File: src/rtl/cpu_pkg.sv
// Shared CPU definitions: opcode constants, sequencer state encoding, PC width default
// and the opcode classifier used by the instruction decoder.
package cpu_pkg;

  localparam int unsigned PcWDefault = 6;

  localparam logic [3:0] OpNop = 4'h0;
  localparam logic [3:0] OpMov = 4'h1;
  localparam logic [3:0] OpAdd = 4'h2;
  localparam logic [3:0] OpSub = 4'h3;
  localparam logic [3:0] OpAnd = 4'h4;
  localparam logic [3:0] OpOr  = 4'h5;
  localparam logic [3:0] OpXor = 4'h6;
  localparam logic [3:0] OpNot = 4'h7;
  localparam logic [3:0] OpJmp = 4'h8;
  localparam logic [3:0] OpJz  = 4'h9;
  localparam logic [3:0] OpHlt = 4'hF;

  typedef enum logic [2:0] {
    StFetch     = 3'd0,
    StDecode    = 3'd1,
    StExecute   = 3'd2,
    StWriteback = 3'd3,
    StHalt      = 3'd4
  } state_e;

  typedef enum logic [2:0] {
    InstrNop = 3'd0,
    InstrAlu = 3'd1,
    InstrJmp = 3'd2,
    InstrJz  = 3'd3,
    InstrHlt = 3'd4
  } instr_class_e;

  // Reserved opcodes 1010-1110 fall through to NOP.
  function automatic instr_class_e classify(logic [3:0] op);
    instr_class_e cls;
    case (op)
      OpMov, OpAdd, OpSub, OpAnd, OpOr, OpXor, OpNot: cls = InstrAlu;
      OpJmp:   cls = InstrJmp;
      OpJz:    cls = InstrJz;
      OpHlt:   cls = InstrHlt;
      default: cls = InstrNop;
    endcase
    return cls;
  endfunction

endpackage

File: src/rtl/control_sequencer_decoder.sv
// Instruction decoder: splits a 10-bit instruction word into opcode, register fields,
// jump target and instruction class.
module control_sequencer_decoder
  import cpu_pkg::*;
(
  input  logic [9:0]   instr_i,
  output logic [3:0]   opcode_o,
  output logic [2:0]   dest_o,
  output logic [2:0]   src_o,
  output logic [5:0]   target_o,
  output instr_class_e iclass_o
);

  assign opcode_o = instr_i[9:6];
  assign dest_o   = instr_i[5:3];
  assign src_o    = instr_i[2:0];
  assign target_o = instr_i[5:0];
  assign iclass_o = classify(instr_i[9:6]);

endmodule

File: src/rtl/control_sequencer.sv
// Multi-cycle control sequencer: FETCH/DECODE/EXECUTE/WRITEBACK/HALT.
// Optional retired-instruction counter and port enabled by macro RETIRE_CNT_EN.
module control_sequencer
  import cpu_pkg::*;
#(
  parameter int unsigned PC_W = PcWDefault
) (
  input  logic            clk,
  input  logic            reset,
  input  logic [9:0]      instr,
  input  logic            instr_valid,
  input  logic            zero_flag,
  output logic [PC_W-1:0] pc,
  output logic            fetch_req,
  output logic [2:0]      rd_addr_a,
  output logic [2:0]      rd_addr_b,
  output logic [3:0]      alu_op,
  output logic [2:0]      wr_addr,
  output logic            reg_we,
  output logic            halted
`ifdef RETIRE_CNT_EN
  ,
  output logic [15:0]     retire_cnt
`endif
);

  state_e          state_q, state_d;
  logic [PC_W-1:0] pc_q, pc_d;
  logic [9:0]      ir_q, ir_d;

  logic [3:0]      ir_opcode;
  logic [2:0]      ir_dest, ir_src;
  logic [5:0]      ir_target;
  instr_class_e    ir_class;
  logic [PC_W-1:0] pc_inc;

  control_sequencer_decoder u_decoder (
    .instr_i  (ir_q),
    .opcode_o (ir_opcode),
    .dest_o   (ir_dest),
    .src_o    (ir_src),
    .target_o (ir_target),
    .iclass_o (ir_class)
  );

  assign pc_inc = pc_q + PC_W'(1);

  always_ff @(posedge clk or posedge reset) begin
    if (reset) begin
      state_q <= StFetch;
      pc_q    <= '0;
      ir_q    <= '0;
    end else begin
      state_q <= state_d;
      pc_q    <= pc_d;
      ir_q    <= ir_d;
    end
  end

  // Outputs decode from state so an asynchronous reset drops reg_we in the same cycle.
  always_comb begin
    state_d   = state_q;
    pc_d      = pc_q;
    ir_d      = ir_q;
    fetch_req = 1'b0;
    rd_addr_a = '0;
    rd_addr_b = '0;
    alu_op    = OpNop;
    wr_addr   = '0;
    reg_we    = 1'b0;
    halted    = 1'b0;
    unique case (state_q)
      StFetch: begin
        fetch_req = 1'b1;
        if (instr_valid) begin
          ir_d    = instr;
          state_d = StDecode;
        end
      end
      StDecode: begin
        rd_addr_a = ir_dest;
        rd_addr_b = ir_src;
        state_d   = StExecute;
      end
      StExecute: begin
        rd_addr_a = ir_dest;
        rd_addr_b = ir_src;
        state_d   = StFetch;
        case (ir_class)
          InstrAlu: begin
            alu_op  = ir_opcode;
            state_d = StWriteback;
          end
          InstrJmp: pc_d    = PC_W'(ir_target);
          InstrJz:  pc_d    = zero_flag ? PC_W'(ir_target) : pc_inc;
          InstrHlt: state_d = StHalt;
          default:  pc_d    = pc_inc;
        endcase
      end
      StWriteback: begin
        reg_we  = 1'b1;
        wr_addr = ir_dest;
        alu_op  = ir_opcode;
        pc_d    = pc_inc;
        state_d = StFetch;
      end
      StHalt: halted = 1'b1;
      default: state_d = StFetch;
    endcase
  end

  assign pc = pc_q;

`ifdef RETIRE_CNT_EN
  logic [15:0] retire_q, retire_d;
  logic        retire_inc;

  // Non-ALU ops (HLT included) retire leaving EXECUTE; ALU ops retire in WRITEBACK.
  assign retire_inc = ((state_q == StExecute) && (ir_class != InstrAlu)) ||
                      (state_q == StWriteback);

  always_comb begin
    retire_d = retire_q;
    if (retire_inc) begin
      retire_d = retire_q + 16'd1;
    end
  end

  always_ff @(posedge clk or posedge reset) begin
    if (reset) begin
      retire_q <= '0;
    end else begin
      retire_q <= retire_d;
    end
  end

  assign retire_cnt = retire_q;
`endif

endmodule

File: config.mk
export PLATFORM = sky130hd
export DESIGN_NAME = control_sequencer
export DESIGN_NICKNAME = d
export VERILOG_FILES = /design/src/rtl/cpu_pkg.sv /design/src/rtl/control_sequencer_decoder.sv /design/src/rtl/control_sequencer.sv
export SDC_FILE = /design/constraint.sdc
export NUM_CORES = 1
export LEC_CHECK = 0
export ABC_AREA = 1
export ABC_CLOCK_PERIOD_IN_PS = 2300
export BUFFER_PORTS_ARGS = -buffer_cell sky130_fd_sc_hd__buf_2
export CORE_UTILIZATION = 35
export DETAILED_ROUTE_END_ITERATION = 12
export SKIP_LAST_GASP = 1
export SLEW_MARGIN = 30
export SYNTH_ARGS = -nofsm -noshare
export SYNTH_HDL_FRONTEND = slang
export SYNTH_HIERARCHICAL = 1
export SYNTH_SLANG_ARGS = --single-unit
export TNS_END_PERCENT = 5
File: constraint.sdc
create_clock -name clk -period 2.3 [get_ports clk]
set_clock_uncertainty 0.2 [all_clocks]
set_input_delay 0.115 -clock clk [delete_from_list [all_inputs] [get_ports clk]]
set_output_delay 0.115 -clock clk [all_outputs]
set_load 0.02 [all_outputs]
======== Word-level counts from Yosys, hierarchy flattened ========
Memory sizes are Yosys's and may differ from the RTL's.
Index checks and enable logic that the tools add are counted.
operators by class
  $add $sub $neg .......................... 1
  equal/unequal tests ..................... 10
  mux-type cells .......................... 14
  bitwise operators ....................... 1
  reduce and logical (&&, ||, !) cells .... 7
operators by type and width
  cell                   count
  $pmux W6 S3            1
  $eq A3 B2 Y1 const B   4
  $mux W3                4
  $pmux W3 S4            1
  $pmux W6 S2            1
  $pmux W4 S2            1
  $add A6 B1 Y6 const B  1
  $eq A3 B1 Y1 const B   2
  $eq A3 B3 Y1 const B   2
  $mux W6                1
  $pmux W3 S2            1
  $reduce_and A2 Y1      3
  $mux W4                1
  $ne A2 B2 Y1 const B   2
  $reduce_or A2 Y1       2
  $logic_not A3 Y1       1
  $mux W1                3
  $reduce_bool A2 Y1     1
  $not A1 Y1             1
word-level totals
  register bits ........................... 19
  memory bits (read-only) ................. 48
  input port bits ......................... 14
  output and inout bits ................... 22
  memories ................................ 1
memories
  memory            depth  bits a word  rd ports  clocked after Yosys merged registers in  wr ports  RTL line       source
  (name not given)  16     3            1         0                                        0         cpu_pkg.sv:38  case (op)

======== Logic depth before layout (Yosys ltp) ========
An unclocked memory read counts as a cell.
  depth after elaboration ................. 5
  depth in mapped cells ................... 11
  depth with buffers taken out ............ 11

======== Modules after synthesis ========
Netlist, hierarchy kept.
by module, submodules not included
  module                     times used  cells an instance  area each (sq um)  seq. area each (sq um)
  control_sequencer          1           156                1178.6             475.5
  control_sequencer_decoder  1           24                 153.9              0.0

======== Worst setup path after synthesis ========
OpenSTA, ideal clock, no wires.
  path type ............................... register to register
  from .................................... register ir_q[8]
  to ...................................... register pc_q[5] (netlist: pc[5])
  setup time .............................. 113 ps
  arrival ................................. 1417 ps
  required time ........................... 1987 ps
  slack ................................... 570 ps
  stages on the path, launching flop included .. 11
  buffers on the path ..................... 0
  period minus slack after synthesis ...... 1730 ps
  path through ............................ dfrtp_1 > nor3_1 > inv_2 > nand2_1 > nand2_1 > nand3_1 > nand2_1 > nor2_1 > nand3_1 > nand2_1 > inv_1
between the ends
  cells in the longest elaborated chain, start to end .. 5
  elaborated cells on any way between the ends .. 10
  classes of those cells .................. eq/ne: 5; mux: 2; reduce/logical: 2; memory: 1
ends and longest elaborated chain
  what                                                     RTL line                 source
  start: declaration                                       control_sequencer.sv:29  logic [9:0] ir_q, ir_d;
  start signal: assignment                                 control_sequencer.sv:56  ir_q <= ir_d;
  $mem_v2 Z16 W3 *                                         n/a
  via ir_class[1]                                          control_sequencer.sv:34  instr_class_e ir_class;
  $eq A3 B3 Y1 / $eq A3 B1 Y1 (equally long branches)      control_sequencer.sv:89  case (ir_class)
  $reduce_or A2 Y1 (no source line)                        n/a
  $pmux W6 S3 / $ne A2 B2 Y1 (equally long branches)       n/a
  $pmux W6 S2 / $reduce_and A2 Y1 (equally long branches)  n/a
  end signal: assignment                                   control_sequencer.sv:55  pc_q <= pc_d;
  end: declaration                                         control_sequencer.sv:28  logic [PC_W-1:0] pc_q, pc_d;
The timed path passes the listed nets; every way through them passes the cells marked *.
A chain may end at the register's enable or synchronous reset.

======== Worst setup path in the final report ========
  from .................................... register ir_q[8]
  to ...................................... output alu_op[1]
between the ends
  cells in the longest elaborated chain, start to end .. 4
ends and longest elaborated chain
  what              RTL line                 source
  $mem_v2 Z16 W3    n/a
  via ir_class[1]   control_sequencer.sv:34
  $eq A3 B1 Y1      control_sequencer.sv:89
  $mux W4           control_sequencer.sv:89
  $pmux W4 S2       control_sequencer.sv:72  unique case (state_q)
  end: declaration  control_sequencer.sv:17  output logic [3:0] alu_op,
The timed path passes the listed nets, and every way through them passes these cells.

==> results by group <==
Status
  – Status: complete, no violations

Global routing
  – Vias in the first global route: just under 1000
  – Pin count of the biggest net entering global routing: 20
  – Initial antenna violation count: 0
  – Overall Global Routing Usage: a little over an eighth
  – Gr ovfl total: 0
  – Global-route wire length before repair: 4310 um

CTS
  – CTS root buffer: clkbuf_8
  – Total CTS buffers: 3
  – Clk_lat worst skew: 0.26 ns
  – TritonCTS clock tree: built
  – CTS sink count: 19
  – Clock Path Buffers: 2
  – Post-cts sizing count: 0
  – Htree depth: 1
  – Clock slew at reported path FFs: 0.07 ns

Route
  – Routed WL per cell: 9.71 um
  – DRC Markers: 0
  – DR vias/cell: 4.33
  – Final wirelength: about 2500 um
  – Post-route ant nets: 0
  – Routed vias: 1130
  – First-pass DRT Iterations: 4
  – Drt first-iter violations: 60

Die
  – Die area: 4060 um2
  – DIE HEIGHT: 63.7 um
  – Initial core utilization: between 30% and 40%
  – IO Count: 36
  – Core ar.: 3660 um2
  – FP Rows: 22
  – Die W: 63.7 um

Power and ir drop
  – PwrDens: around 1400 nW/um2
  – Sequential Power Share: 30.6%
  – Net Sw Power: 1040 uW
  – Leakage: 0.000925 uW
  – Logic gate share of total power: 58.4%
  – Worst VDD drop: approximately 0.49 mV
  – Power Internal: 1110 uW
  – Sw frac: 48.4%
  – Clock share of power: 11.0%

Logic synthesis
  – Syn Nets: 195
  – Syn. warnings: 6
  – Count of different cell masters after synthesis: 22
  – Synthesized-area fraction occupied by adder cells: 0.939%
  – Seq/Total Area, Yosys: 35.7%
  – Cell Area, Synth: 1330 um2
  – Post-synthesis sequential element count: 19
  – Share of the synthesized area in the top cell type: ~36%
  – Mapped Cells: 180
  – Synth Area per Inst: 7.40 um2
  – Xor/xnor share of the synthesized area: less than 1%
  – Yosys top cell by area: dfrtp_1
  – Compound-Gate Fraction of Synth Area: 4.41%
  – Multiplexer share of the synthesized area: 11.0%
  – Top cells by area, synth: dfrtp_1 36%, nand2_1 12%, mux2_4 10%, buf_4 9.0%, nor2_1 8.5%
  – Synth Area in Simple Gates: 28.5%
  – Main combinational cell family by area after synthesis: simple AND/OR/NAND/NOR gates

Critical path
  – Critical Path Source Type: flop
  – CP Class: flop to primary output
  – WP data required: 1.99 ns
  – Critical path endpoint category: primary output
  – CP arrival: 1.81 ns
  – CP max FO: 6

Hold path
  – Hold Path Class: input pin to flop

STA
  – Setup TNS: 0 ns
  – Final slew viol count: 0
  – Final setup viols: 0
  – Period utilization: between 90 and 100%
  – Final Hold Viols: 0
  – Worst-margin pin slew: around 0.74 ns
  – Max_slew headroom: 50.7%
  – Post-layout min period: 2.12 ns
  – RSZ-0062 raised after global routing: no
  – Fmax: 472 MHz

Cells and area
  – Most frequent cells in the layout: 41 x nand2_1, 35 x buf_2, 30 x nor2_1
  – Synthesis-to-layout area growth: 19.4%
  – Commonest non-fill, non-tap cell in the layout: nand2_1
  – N_diodes: 0
  – Layout cell share with drive strength beyond 1: 29.1%
  – Finished layout cell area: 1590 um2
  – Total Nets Final: 229

Place
  – I/O Buffers: 35
  – DP Area: 1440 um2
  – GP Congestion: 0.793
  – Post-DP HPWL: roughly 1900 um

Job
  – Max-cap violations: 0
==> worst max-delay path, stage by stage, from the launching register on <==
cell and delay [ns]:
dfrtp_1 0.43, nor3_1 0.43, inv_2 0.09, nand3_1 0.10, nor2_1 0.07, nor2_1 0.19
nor2_1 0.07, buf_2 0.16
==> layout make-up <==
type / count / area (um2)
Clock buffer: 4 / 45.0
Fill cell: 369 / 2070
Inverter: 32 / 120
Multi-Input combinational cell: 112 / 606
Sequential cell: 19 / 475
Tap cell: 48 / 60.1
Timing Repair Buffer: 46 / 285
==> path summary, 6_finish.rpt <==
kind / from / to / slack (ns) / depth (start not counted)
max: ir_q[8] / alu_op[1] / 0.18 / 7
min: instr_valid / state_q[0] / 0.17 / 3
max reg2reg: ir_q[8] / pc[4] / 0.35 / 10
min reg2reg: ir_q[3] / ir_q[3] / 0.34 / 1
max in group asynchronous: reset / pc[0] / 1.11 / 3
min in group asynchronous: reset / ir_q[2] / 0.32 / 3
==> power groups by stage <==
| stage | Sequential (uW) | Combinational (uW) | Clock (uW) |
|---|---|---|---|
| after floorplan | 685 | 1110 | 0 |
| after global placement | 664 | 1240 | 0 |
| after global routing | 687 | 1400 | 260 |
| after detailed placement | 667 | 1240 | 0 |
| final | 659 | 1250 | 237 |
| after CTS | 660 | 1260 | 240 |
==> cells by family (layout without fill, tap and decap cells) <==
group                      Yosys count  count (layout)
and+or+nand+nor                     89              89
buffers and inverters               49              82
DFF                                 19              19
AOI/OAI and AO/OA                   11              11
muxes                               10              10
adders and majority gates            1               1
xor gates and xnor gates             1               1
==> per-stage QoR <==
step	std cells	setup slack [ns]	power (uW)	util [%]	hold slack, ns
floorplan	180	0.570	1800	-	-0.134
global placement	246	0.441	1900	39.2	0.0853
detailed placement	246	0.386	1910	39.2	0.0842
CTS	261	0.201	2160	43.5	0.185
global route	261	0.00466	2350	43.5	0.228
finish	261	0.180	2150	43.5	0.171
==> what timing repair did <==
item / in CTS / in global routing
endpoints found under the hold margin: 29 / 0
hold buffers: 11 / 0
endpoints found under the setup margin: 0 / 0
setup buffers: 0 / 0
==> metal layers <==
metal	vias to the layer above	wire length, um	track usage, %	share of wire (%)
met5	-	0	0	0
met4	0	40	5.11	1.6
met3	5	82	1.63	3.2
met2	29	1110	19.8	44
met1	496	1300	20.0	51
li1	600	-	-	-
==> flip-flops by register name (all words and copies together) (netlist names) <==
name	cells
ir_q	10
pc	6
state_q	3
==> synth_stat cells <==
master / number
nand2_1: 41
nor2_4: 1
nand3b_1: 1
nand2_2: 1
nand3_1: 10
o21ai_1: 4
nand3_2: 2
nor3_1: 1
xor2_1: 1
a21oi_1: 2
buf_4: 16
nor2_1: 30
o21ai_0: 4
a31o_2: 1
mux2_1: 1
mux2_4: 9
dfrtp_1: 19
buf_6: 1
nor2_2: 2
ha_1: 1
inv_2: 8
inv_1: 24
Note: power is estimated with default switching activity, not from simulation.
